--- config.mk ---
export PLATFORM = sky130hd
export DESIGN_NAME = flow_ctrl_pause_req
export DESIGN_NICKNAME = d
export VERILOG_FILES = /design/src/rtl/flow_ctrl_pause_req.sv
export SDC_FILE = /design/constraint.sdc
export NUM_CORES = 1
export LEC_CHECK = 0
export BUFFER_PORTS_ARGS = -buffer_cell sky130_fd_sc_hd__buf_2
export CORE_ASPECT_RATIO = 1.2
export CORE_MARGIN = 3
export CORE_UTILIZATION = 48
export DETAILED_ROUTE_END_ITERATION = 8
export PLACE_DENSITY = 0.75
export SETUP_SLACK_MARGIN = 0.4
export SYNTH_ARGS = -nofsm -noshare
export SYNTH_HDL_FRONTEND = slang
export SYNTH_SLANG_ARGS = --single-unit
--- constraint.sdc ---
create_clock -name tx_clk -period 3.25 [get_ports tx_clk]
set_input_delay 0.325 -clock tx_clk [delete_from_list [all_inputs] [get_ports tx_clk]]
set_output_delay 0.325 -clock tx_clk [all_outputs]
set_load 0.02 [all_outputs]
--- src/rtl/flow_ctrl_pause_req.sv ---
// flow_ctrl_pause_req: transmit-domain XOFF/XON request generator.
// Watches RX FIFO free space and asks the MAC TX controller for PAUSE frames.
// XOFF carries pause_time, XON carries 0.
// XOFF is refreshed before the partner's pause timer runs out.
// Optional: define FLOW_CTRL_PAUSE_STATS_EN to build the saturating XOFF/XON frame counters;
// otherwise xoff_count/xon_count are tied to 0.
`timescale 1ns/1ps
module flow_ctrl_pause_req #(
    parameter logic [15:0] REFRESH_MARGIN = 16'd16
) (
    input  logic        tx_clk,
    input  logic        rst,
    input  logic        pause_request_en,
    input  logic [15:0] pause_time,
    input  logic [15:0] pause_thresh,
    input  logic [15:0] resume_thresh,
    input  logic [15:0] rx_fifo_space,
    output logic        pause_req,
    output logic [15:0] pause_quanta_out,
    input  logic        pause_ack,
    output logic        pause_active,
    output logic [15:0] xoff_count,
    output logic [15:0] xon_count
);

    typedef enum logic [1:0] {IDLE, SEND_XOFF, HOLD, SEND_XON} state_t;

    state_t      state, state_nxt;
    logic [15:0] space_r;
    logic [21:0] refresh_cnt, refresh_cnt_nxt;
    logic [15:0] quanta_r, quanta_nxt;
    logic [15:0] refresh_base;
    logic        xon_cond;

    // Refresh period in quanta, saturating at 1 so a short pause_time never underflows.
    assign refresh_base = (pause_time > REFRESH_MARGIN) ? (pause_time - REFRESH_MARGIN) : 16'd1;
    assign xon_cond     = ~pause_request_en | (space_r >= resume_thresh);

    // State, refresh counter, latched quanta and sampled FIFO space.
    always_ff @(posedge tx_clk or posedge rst) begin
        if (rst) begin
            state       <= IDLE;
            refresh_cnt <= '0;
            quanta_r    <= '0;
            space_r     <= '0;
        end else begin
            state       <= state_nxt;
            refresh_cnt <= refresh_cnt_nxt;
            quanta_r    <= quanta_nxt;
            space_r     <= rx_fifo_space;
        end
    end

    // Next-state logic; quanta is captured on entry to a send state so it stays stable until ack.
    always_comb begin
        state_nxt       = state;
        refresh_cnt_nxt = refresh_cnt;
        quanta_nxt      = quanta_r;
        case (state)
            IDLE: begin
                if (pause_request_en && (pause_time != 16'd0) && (space_r < pause_thresh)) begin
                    state_nxt  = SEND_XOFF;
                    quanta_nxt = pause_time;
                end
            end
            SEND_XOFF: begin
                if (pause_ack) begin
                    state_nxt       = HOLD;
                    refresh_cnt_nxt = {refresh_base, 6'b0};
                    quanta_nxt      = '0;
                end
            end
            HOLD: begin
                // XON wins over an expiring refresh counter.
                if (xon_cond) begin
                    state_nxt  = SEND_XON;
                    quanta_nxt = '0;
                end else if (refresh_cnt == 22'd0) begin
                    state_nxt  = SEND_XOFF;
                    quanta_nxt = pause_time;
                end else begin
                    refresh_cnt_nxt = refresh_cnt - 22'd1;
                end
            end
            SEND_XON: begin
                if (pause_ack) begin
                    state_nxt  = IDLE;
                    quanta_nxt = '0;
                end
            end
            default: begin
                state_nxt  = IDLE;
                quanta_nxt = '0;
            end
        endcase
    end

    assign pause_req        = (state == SEND_XOFF) | (state == SEND_XON);
    assign pause_quanta_out = quanta_r;
    assign pause_active     = (state == HOLD) | (state == SEND_XON);

`ifdef FLOW_CTRL_PAUSE_STATS_EN
    logic [15:0] xoff_cnt_r, xon_cnt_r;

    // Count acked frames, saturating at all-ones.
    always_ff @(posedge tx_clk or posedge rst) begin
        if (rst) begin
            xoff_cnt_r <= '0;
            xon_cnt_r  <= '0;
        end else begin
            if ((state == SEND_XOFF) && pause_ack && (xoff_cnt_r != 16'hFFFF))
                xoff_cnt_r <= xoff_cnt_r + 16'd1;
            if ((state == SEND_XON) && pause_ack && (xon_cnt_r != 16'hFFFF))
                xon_cnt_r <= xon_cnt_r + 16'd1;
        end
    end

    assign xoff_count = xoff_cnt_r;
    assign xon_count  = xon_cnt_r;
`else
    assign xoff_count = '0;
    assign xon_count  = '0;
`endif

endmodule

After elaboration in Yosys (flattened, before gate mapping)
Index checks and enable logic that the tools add are counted.

storage, ports and cells
  register bits after elaboration = 56
  input bits = 68
  output and inout bits = 50
  logic and storage cells = 49

cells by class
  add/sub/neg operators = 2
  $lt $le $gt $ge = 3
  eq/ne operators = 10
  muxes and demuxes = 16
  bitwise gates (word level) = 4
  reduce and logical (&&, ||, !) cells = 10

operators with widths
  operator                                                                 number
  16-bit two-way mux                                                       5
  22-bit two-way mux                                                       3
  16-bit case mux with 3 select lines                                      1
  22-bit case mux with 2 select lines                                      1
  22-bit zero test                                                         1
  22-bit by 1-bit subtractor with 22-bit output, second input constant     1
  16-bit >= comparator                                                     1
  16-bit by 5-bit > comparator with 1-bit output, second input constant    1
  16-bit < comparator                                                      1
  16-bit nonzero test                                                      1
  16-bit by 5-bit subtractor with 16-bit output, second input constant     1
  2-bit two-way mux                                                        5
  2-bit inequality test, second input constant                             5
  2-bit case mux with 4 select lines                                       1
  4-bit AND reduction                                                      2
  2-bit == test, second input constant                                     2
  3-bit inequality test, second input constant                             1
  1-bit bitwise OR                                                         3
  3-bit AND reduction                                                      1
  2-bit by 1-bit == test with 1-bit output, second input constant          1
  1-bit logical AND                                                        2
  2-bit zero test                                                          1
  2-bit by 1-bit inequality test with 1-bit output, second input constant  1
  2-bit nonzero test                                                       1
  other kinds (2)                                                          2

Depth between registers and ports, before layout
Gate-level depths: netlist (run 1).

  word-level depth = 5
  depth in mapped cells = 11
  mapped depth without buffers = 8

Worst setup path before layout (run 1)
OpenSTA, ideal clock, no wires.

  kind = register -> register
  start point = register space_r[2]
  end point = register quanta_r[0] (netlist: pause_quanta_out[0])
  library setup time = 0.125 ns
  arrival time = 2.306 ns
  required time = 3.125 ns
  setup slack = 0.819 ns
  stages on the path, launching flop included = 10
  path buffers = 2
  clock period less this slack = 2.431 ns
  cells stage by stage = dfrtp_1 ha_1 and3_1 o21ai_0 a311o_1 a31oi_1 o2111a_1 buf_4 buf_8 mux2_4

on the way
  cells in the longest elaborated chain, start to end = 4
  elaborated cells between the ends (all ways) = 9
  classes of those cells = order compare: 2; eq/ne: 2; mux: 2; bitwise: 1; reduce/logical: 2

ends and longest elaborated chain
  element                                                                                      RTL line  text
  start, declared                                                                              29        logic [15:0] space_r;
  start signal, assigned                                                                       50        space_r <= rx_fifo_space;
  16-bit >= comparator or 16-bit < comparator (tied branches)                                  37, 61
  1-bit bitwise OR or 1-bit logical AND (tied branches)                                        37, 61
  3-bit inequality test (no source line), or another cell as far along                         -
  3-bit AND reduction (no source line) or 16-bit case mux with 3 select lines (tied branches)  -
  end signal, assigned                                                                         49        quanta_r <= quanta_nxt;
  end, declared                                                                                31        logic [15:0] quanta_r, quanta_nxt;

Several ways; a longest one is shown, not always the timed one.
A chain may end at the register's enable or synchronous reset.

Worst setup path in the final report (run 1)
  start point = register space_r[2]
  end point = register quanta_r[8] (netlist: pause_quanta_out[8])

Same word-level chain as after synthesis.

==> results of run 1 <==
## path summary, 6_finish.rpt
check / to / slack [ns] / cells after the start
min in group tx_clk: space_r[10]$_DFF_PP0_ / 0.11 / 1
max in group asynchronous: refresh_cnt[14]$_DFFE_PP0P_ / 2.34 / 3
min: pause_quanta_out[3]$_DFFE_PP0P_ / 0.09 / 2
max reg2reg: pause_quanta_out[8]$_DFFE_PP0P_ / 0.63 / 8
max: pause_quanta_out[8]$_DFFE_PP0P_ / 0.63 / 8
min reg2reg: pause_quanta_out[10]$_DFFE_PP0P_ / 0.51 / 1
## layout by cell type, fill, tap and decap left out, types with 3 or more instances in the layout
master	count
a21o_1	5
a21oi_1	16
a22oi_1	3
a32oi_1	3
a41oi_1	3
and3_1	5
buf_2	85
buf_4	11
clkbuf_8	6
conb_1	32
dfrtp_1	56
ha_1	34
inv_1	40
mux2_2	8
mux2_4	8
nand2_1	12
nand2b_1	6
nand3_1	9
nand4_1	4
nor2_1	31
nor2b_1	3
nor3_1	10
nor3b_1	16
nor4_1	11
o211ai_1	3
o21a_1	4
o21ai_0	11
o21ai_1	9
o22a_1	7
o31ai_1	17
or3_1	5
xor2_1	7
## flip-flops by register name, summed over array words and instances (netlist names)
| name | flops |
|---|---|
| refresh_cnt | 22 |
| space_r | 16 |
| pause_quanta_out | 16 |
| state | 2 |
## cell type report
type | instances | share of cell area (%)
Inverter | 41 | 3.417
Multi-Input combinational cell | 314 | 49.64
Timing Repair Buffer | 96 | 11.28
Sequential cell | 56 | 31.11
Clock buffer | 8 | 2.000
Tap cell | 92 | 2.556
## power by group through the flow
stage	registers (mW)	logic [mW]	clock network, mW
after global routing	1.25	1.99	0.446
after detailed placement	1.22	1.79	0
after floorplan	1.26	1.32	0
after CTS	1.21	1.80	0.410
final	1.21	1.80	0.402
after global placement	1.21	1.74	0
## metal layers
layer  vias to the layer above  track usage, %  wire length [um]
li1                       1656               -                 -
met1                      1679           26.87              3969
met2                       136           33.83              4675
met3                         8           2.791               489
met4                         0           5.000               119
met5                         -               0                 0
## through the flow
step                utilization, %  setup WS (ns)  total power, mW
global placement             55.92         0.5990            2.952
floorplan                        -         0.8185            2.578
detailed placement           55.92         0.5212            3.009
finish                       57.14         0.6344            3.418
CTS                          57.06         0.5708            3.414
global route                 57.14         0.4850            3.693
## Yosys cell counts, types with 3 or more instances
master / number / share of area, %
nand2_1: 12 / 1.1
and3_1: 5 / 0.78
inv_1: 41 / 3.8
ha_1: 34 / 11
mux2_4: 8 / 3.0
a41oi_1: 3 / 0.65
a32oi_1: 3 / 0.65
o21ai_1: 9 / 1.1
nand2b_1: 6 / 0.94
buf_2: 5 / 0.62
clkbuf_1: 11 / 1.0
o21a_1: 4 / 0.75
buf_4: 36 / 6.7
nor2b_1: 3 / 0.47
o22a_1: 7 / 1.5
nor2_1: 31 / 2.9
a21oi_1: 16 / 2.0
a21o_1: 5 / 0.94
o21ai_0: 11 / 1.4
nor4_1: 11 / 1.7
xor2_1: 7 / 1.5
nor3b_1: 16 / 3.0
o31ai_1: 17 / 3.2
a31oi_1: 3 / 0.47
or3_1: 5 / 0.78
mux2_2: 8 / 2.2
nand3_1: 9 / 1.1
dfrtp_1: 56 / 35
nand4_1: 4 / 0.62
nor3_1: 10 / 1.2
o211ai_1: 3 / 0.56
a22oi_1: 3 / 0.56
## cell families (layout without fill, tap and decap cells)
group / Yosys count / after routing / share of synthesized area [%]
other: 1 / 32 / 0.09343
adders and majority gates: 34 / 34 / 10.60
DFF: 56 / 56 / 34.91
and+or+nand+nor: 120 / 120 / 16.37
AOI/OAI and AO/OA: 103 / 103 / 18.24
muxes: 16 / 16 / 5.237
buffers and inverters: 94 / 145 / 12.59
xor gates and xnor gates: 9 / 9 / 1.964
==> results.md, run 1 <==
- Multi-input gate area: 2236 sq um
- Vias: 3,479
- Die Y: 106.2 um
- # port buffers: 85
- Unique masters post-synth: 58
- DR pass1 iterations: 5
- # H-tree levels: 2
- Flop pwr share: 35.5%
- Yosys Warn Count: 0
- Peak Freq: 382.3 MHz
- EDFF count, synth: 0
- Post-route ant nets: 0
- Final wirelength: 9254 um
- Net Sw Power: 1.554 mW
- Tightest Hold Check Type: input port to async pin
- CTS tree: done
- Internal power: 1.864 mW
- Critical Path Source: space_r[2]$_DFF_PP0_
- GRT overflow: 0
- Final instance area: 4504 sq um
- Cell area after synthesis: 4014 sq um
- Post-DP Area: 4408 sq um
- Async SR Flop Fraction: 100.0%
- Die area: 9500 sq um
- Setup-failing EPs final: 0
- First-pass GRT wire length: 15,480 um
- CP bufs+invs: 1
- Crit path capture type: register
- Synth Instances: 433
- Final Cycle Share: 80.48%
- Final Hold Fails: 0
- Post-synth top flop: dfrtp_1
- Clk_skew: 0.006496 ns
- Crit-path max cell delay: 0.42 ns
- Post-Layout Cell Count: 607
- # diodes: 0
- Max-Cap Viols: 0
- Yosys reg bits: 56
- Core area: 7883 sq um
- IO Pins: 118
- Critical-path top delay cell: a311o_1
- DRC Markers: 0
- # fillers: 696
- CP Class: register to register
- Clk network pwr share: 11.8%
- Register area share after synthesis: 34.91%
- Crit path arrival time: 2.81 ns
- Die span in x: 89.48 um
- GRT Util Overall: 20.09%
- Hold slack: 0.09477 ns
- Clock latency on the worst-skew pair: 0.31 ns
- Syn_area_per_cell: 9.270 sq um
- Rows: 35
- Vias in the first global route: 3,340
- Initial core utilization: 50.92%
- Net Sw Frac: 45.45%
- Period minus WS final: 2.616 ns
- Slew Limit Headroom: 42.07%
- CTS sink cnt: 56
- Crit-path max FO: 18
- Status: finished clean
- Pin count of the biggest net entering global routing: 31
- Power share of the combinational group: 52.8%
- Worst-Margin Slew: 0.8658 ns
- Initial DRC Count: 322
- Antenna violations before repair: 0
- RSZ-0062 raised after global routing: false
- Pwr/cell area: 758.9 nW/um^2
- Kind of cell adding the most delay to the critical path: compound AO/OA/AOI/OAI gates
- CTS Buf Count: 5
- Dpl cells: 599
- R2r startpoint: space_r[2]$_DFF_PP0_
- Share of cells above drive strength 1: 24.85%
- Final HPWL from detailed placement: 7172 um
- Routed len/inst: 15.25 um
- Area Growth Syn to Fin: 12.22%
- Root Driver: clkbuf_8
- Critical-path cell list: ha_1 -> and3_1 -> o21ai_0 -> a311o_1 -> a31oi_2 -> o2111a_1 -> buf_4 -> mux2_2
- Worst endpoint required time: 3.45 ns
- Final #Nets: 616
- Startpoint Class: register
- Fin. max-slew vios: 0
- Pleak: 2.257 nW
- Post-CTS setup buffer count: 0
- Setup_tns: 0 ns
- Resized Gates After CTS: 0
- Reg clk slew, reported paths: 0.10 ns
- Peak supply drop: 0.4534 mV
- Reg area: 1401 sq um
- Vias/cell: 5.731
- CTS hold repair buffers: 0
- Clock buffer depth: 2
- GP Congestion: 0.8700
Note: power is estimated with default switching activity, not from simulation.
==> run 2: changes to the inputs <==
clock period = 2.46 ns   (was 3.25 ns; I/O delays follow)
==> run 2 against run 1 <==
Net effect:
- the run now ends with setup timing left
- via count increased by 5.7%
- first-iteration DRC count decreased by 9.6%
- combinational power increased by 78%
- largest cell class unchanged
==> results.md, run 2 (synthesized netlist as in run 1, its figures left out) <==
- IO Pins: 118
- Max-Cap Viols: 0
- Reg clk slew, reported paths: 0.10 ns
- Flop pwr share: 29.2%
- Worst-Margin Slew: 0.7284 ns
- Post-route ant nets: 0
- Setup-failing EPs final: 2
- Peak Freq: 405.5 MHz
- Pleak: 2.497 nW
- CP Class: register to register
- Worst endpoint required time: 2.67 ns
- Critical-path cell list: ha_4 -> a211oi_2 -> o21ai_2 -> a211oi_4 -> buf_4 -> a311oi_4 -> or2_4 -> buf_12 -> o22a_1
- Final core occ: 64.40%
- Dpl cells: 611
- # fillers: 616
- Net Sw Frac: 44.84%
- First-pass GRT wire length: 16,580 um
- Initial core utilization: 50.92%
- Die area: 9500 sq um
- Area Growth Syn to Fin: 26.47%
- CP bufs+invs: 2
- Vias: 3,677
- Routed len/inst: 17.01 um
- Multi-input gate area: 2547 sq um
- # H-tree levels: 2
- Die Y: 106.2 um
- Crit-path max cell delay: 0.42 ns
- Reg area: 1401 sq um
- Die span in x: 89.48 um
- Rows: 35
- Status: complete, but fails checks
- Clk_skew: 0.01103 ns
- Post-Layout Cell Count: 628
- Core area: 7883 sq um
- Period minus WS final: 2.466 ns
- CTS hold repair buffers: 0
- # diodes: 0
- FF-to-FF setup slack: -0.006 ns
- Net Sw Power: 2.415 mW
- Crit-path max FO: 9
- RSZ-0062 raised after global routing: true
- Vias in the first global route: 3,615
- Vias/cell: 5.855
- Kind of cell adding the most delay to the critical path: compound AO/OA/AOI/OAI gates
- Failing checks: setup timing
- Final Hold Fails: 0
- GRT Util Overall: 21.52%
- Startpoint Class: register
- CTS tree: done
- Antenna violations before repair: 0
- CTS sink cnt: 56
- GP Congestion: 0.8689
- # port buffers: 85
- Most common cell after layout, fill and taps aside: buf_2
- Largest register by flop count: refresh_cnt
- Final HPWL from detailed placement: 7496 um
- Pwr/cell area: 1061 nW/um^2
- Internal power: 2.971 mW
- Critical-path top delay cell: dfrtp_1
- Clock buffer depth: 2
- Pin count of the biggest net entering global routing: 34
- Power share of the combinational group: 59.6%
- Final Cycle Share: 100.2%
- CTS Buf Count: 5
- Clock latency on the worst-skew pair: 0.32 ns
- Most frequent cells in the layout: buf_2, dfrtp_1, inv_1
- Final Power: 5.386 mW
- Final #Nets: 639
- Clk network pwr share: 11.1%
- Crit path arrival time: 2.67 ns
- Max FFs per register: 22
- Final wirelength: 10,680 um
- Share of cells above drive strength 1: 34.89%
- Peak supply drop: 0.6684 mV
- GRT overflow: 0
- Final WS setup: -0.005981 ns
- Tightest Hold Check Type: input port to register
- DR pass1 iterations: 5
- Slew Limit Headroom: 51.37%
- DRC Markers: 0
- Initial DRC Count: 291
- Crit path capture type: register
- Fin. max-slew vios: 0
- Root Driver: clkbuf_8
## run 2: power groups by stage
| stage | Combinational, mW | Clock, mW | Sequential (mW) |
|---|---|---|---|
| after floorplan | 1.75 | 0 | 1.67 |
| after global placement | 2.54 | 0 | 1.54 |
| after detailed placement | 2.60 | 0 | 1.55 |
| after CTS | 2.76 | 0.605 | 1.55 |
| after global routing | 3.45 | 0.641 | 1.63 |
| final | 3.21 | 0.600 | 1.58 |
## run 2: per-layer routing
layer / GRT usage, % / part of all wire, % / wire length, um
met3: 3.256 / 5.9 / 625
met2: 37.25 / 51 / 5434
met5: 0 / 0 / 0
met1: 27.85 / 41 / 4394
met4: 4.894 / 2.1 / 227
## run 2: per-stage QoR
step / setup WS, ns / setup TNS, ns / area, sq um / hold WS [ns]
after floorplan: 0.1563 / 0 / 4158 / 0.2774
after global placement: 0.08782 / 0 / 4547 / 0.3539
after detailed placement: 0.06908 / 0 / 4547 / 0.3553
after CTS: 0.08522 / 0 / 4770 / 0.03005
after global routing: -0.06965 / -0.8036 / 5076 / 0.01327
final: -0.005981 / -0.008046 / 5076 / 0.03052
## run 2: layout make-up
| cell class | instances | share of cell area, % |
|---|---|---|
| sequential | 56 | 27.61 |
| clock buffer | 5 | 1.356 |
| multi-input combinational | 314 | 50.18 |
| timing repair buffer | 119 | 14.96 |
| inverter | 41 | 3.032 |
| clock inverter | 1 | 0.5916 |
| tap | 92 | 2.268 |
## run 2: worst paths after layout
| check | from | to | cells past startpoint |
|---|---|---|---|
| worst min-delay path | rx_fifo_space[3] | space_r[3]$_DFF_PP0_ | 1 |
| worst max register to register | space_r[11]$_DFF_PP0_ | refresh_cnt[20]$_DFFE_PP0P_ | 9 |
| worst max-delay path | space_r[11]$_DFF_PP0_ | refresh_cnt[20]$_DFFE_PP0P_ | 9 |
| max in group asynchronous | rst | refresh_cnt[4]$_DFFE_PP0P_ | 3 |
| min in group asynchronous | rst | refresh_cnt[14]$_DFFE_PP0P_ | 2 |
| worst min register to register | refresh_cnt[0]$_DFFE_PP0P_ | refresh_cnt[0]$_DFFE_PP0P_ | 1 |
## run 2: timing repair
item                                    4_1_cts  5_1_grt
cloned                                        1        2
endpoints found under the hold margin         0        0
setup buffers                                 4        4
endpoints found under the setup margin       40       40
gates resized for setup                      12       52
pin swaps                                     2       12
## run 2: worst reg2reg max path, stage by stage (launching register included)
cell and delay [ns]:
dfrtp_1 0.42, ha_4 0.26, a211oi_2 0.27, o21ai_2 0.11, a211oi_4 0.30, buf_4 0.18
a311oi_4 0.13, or2_4 0.33, buf_12 0.16, o22a_1 0.21
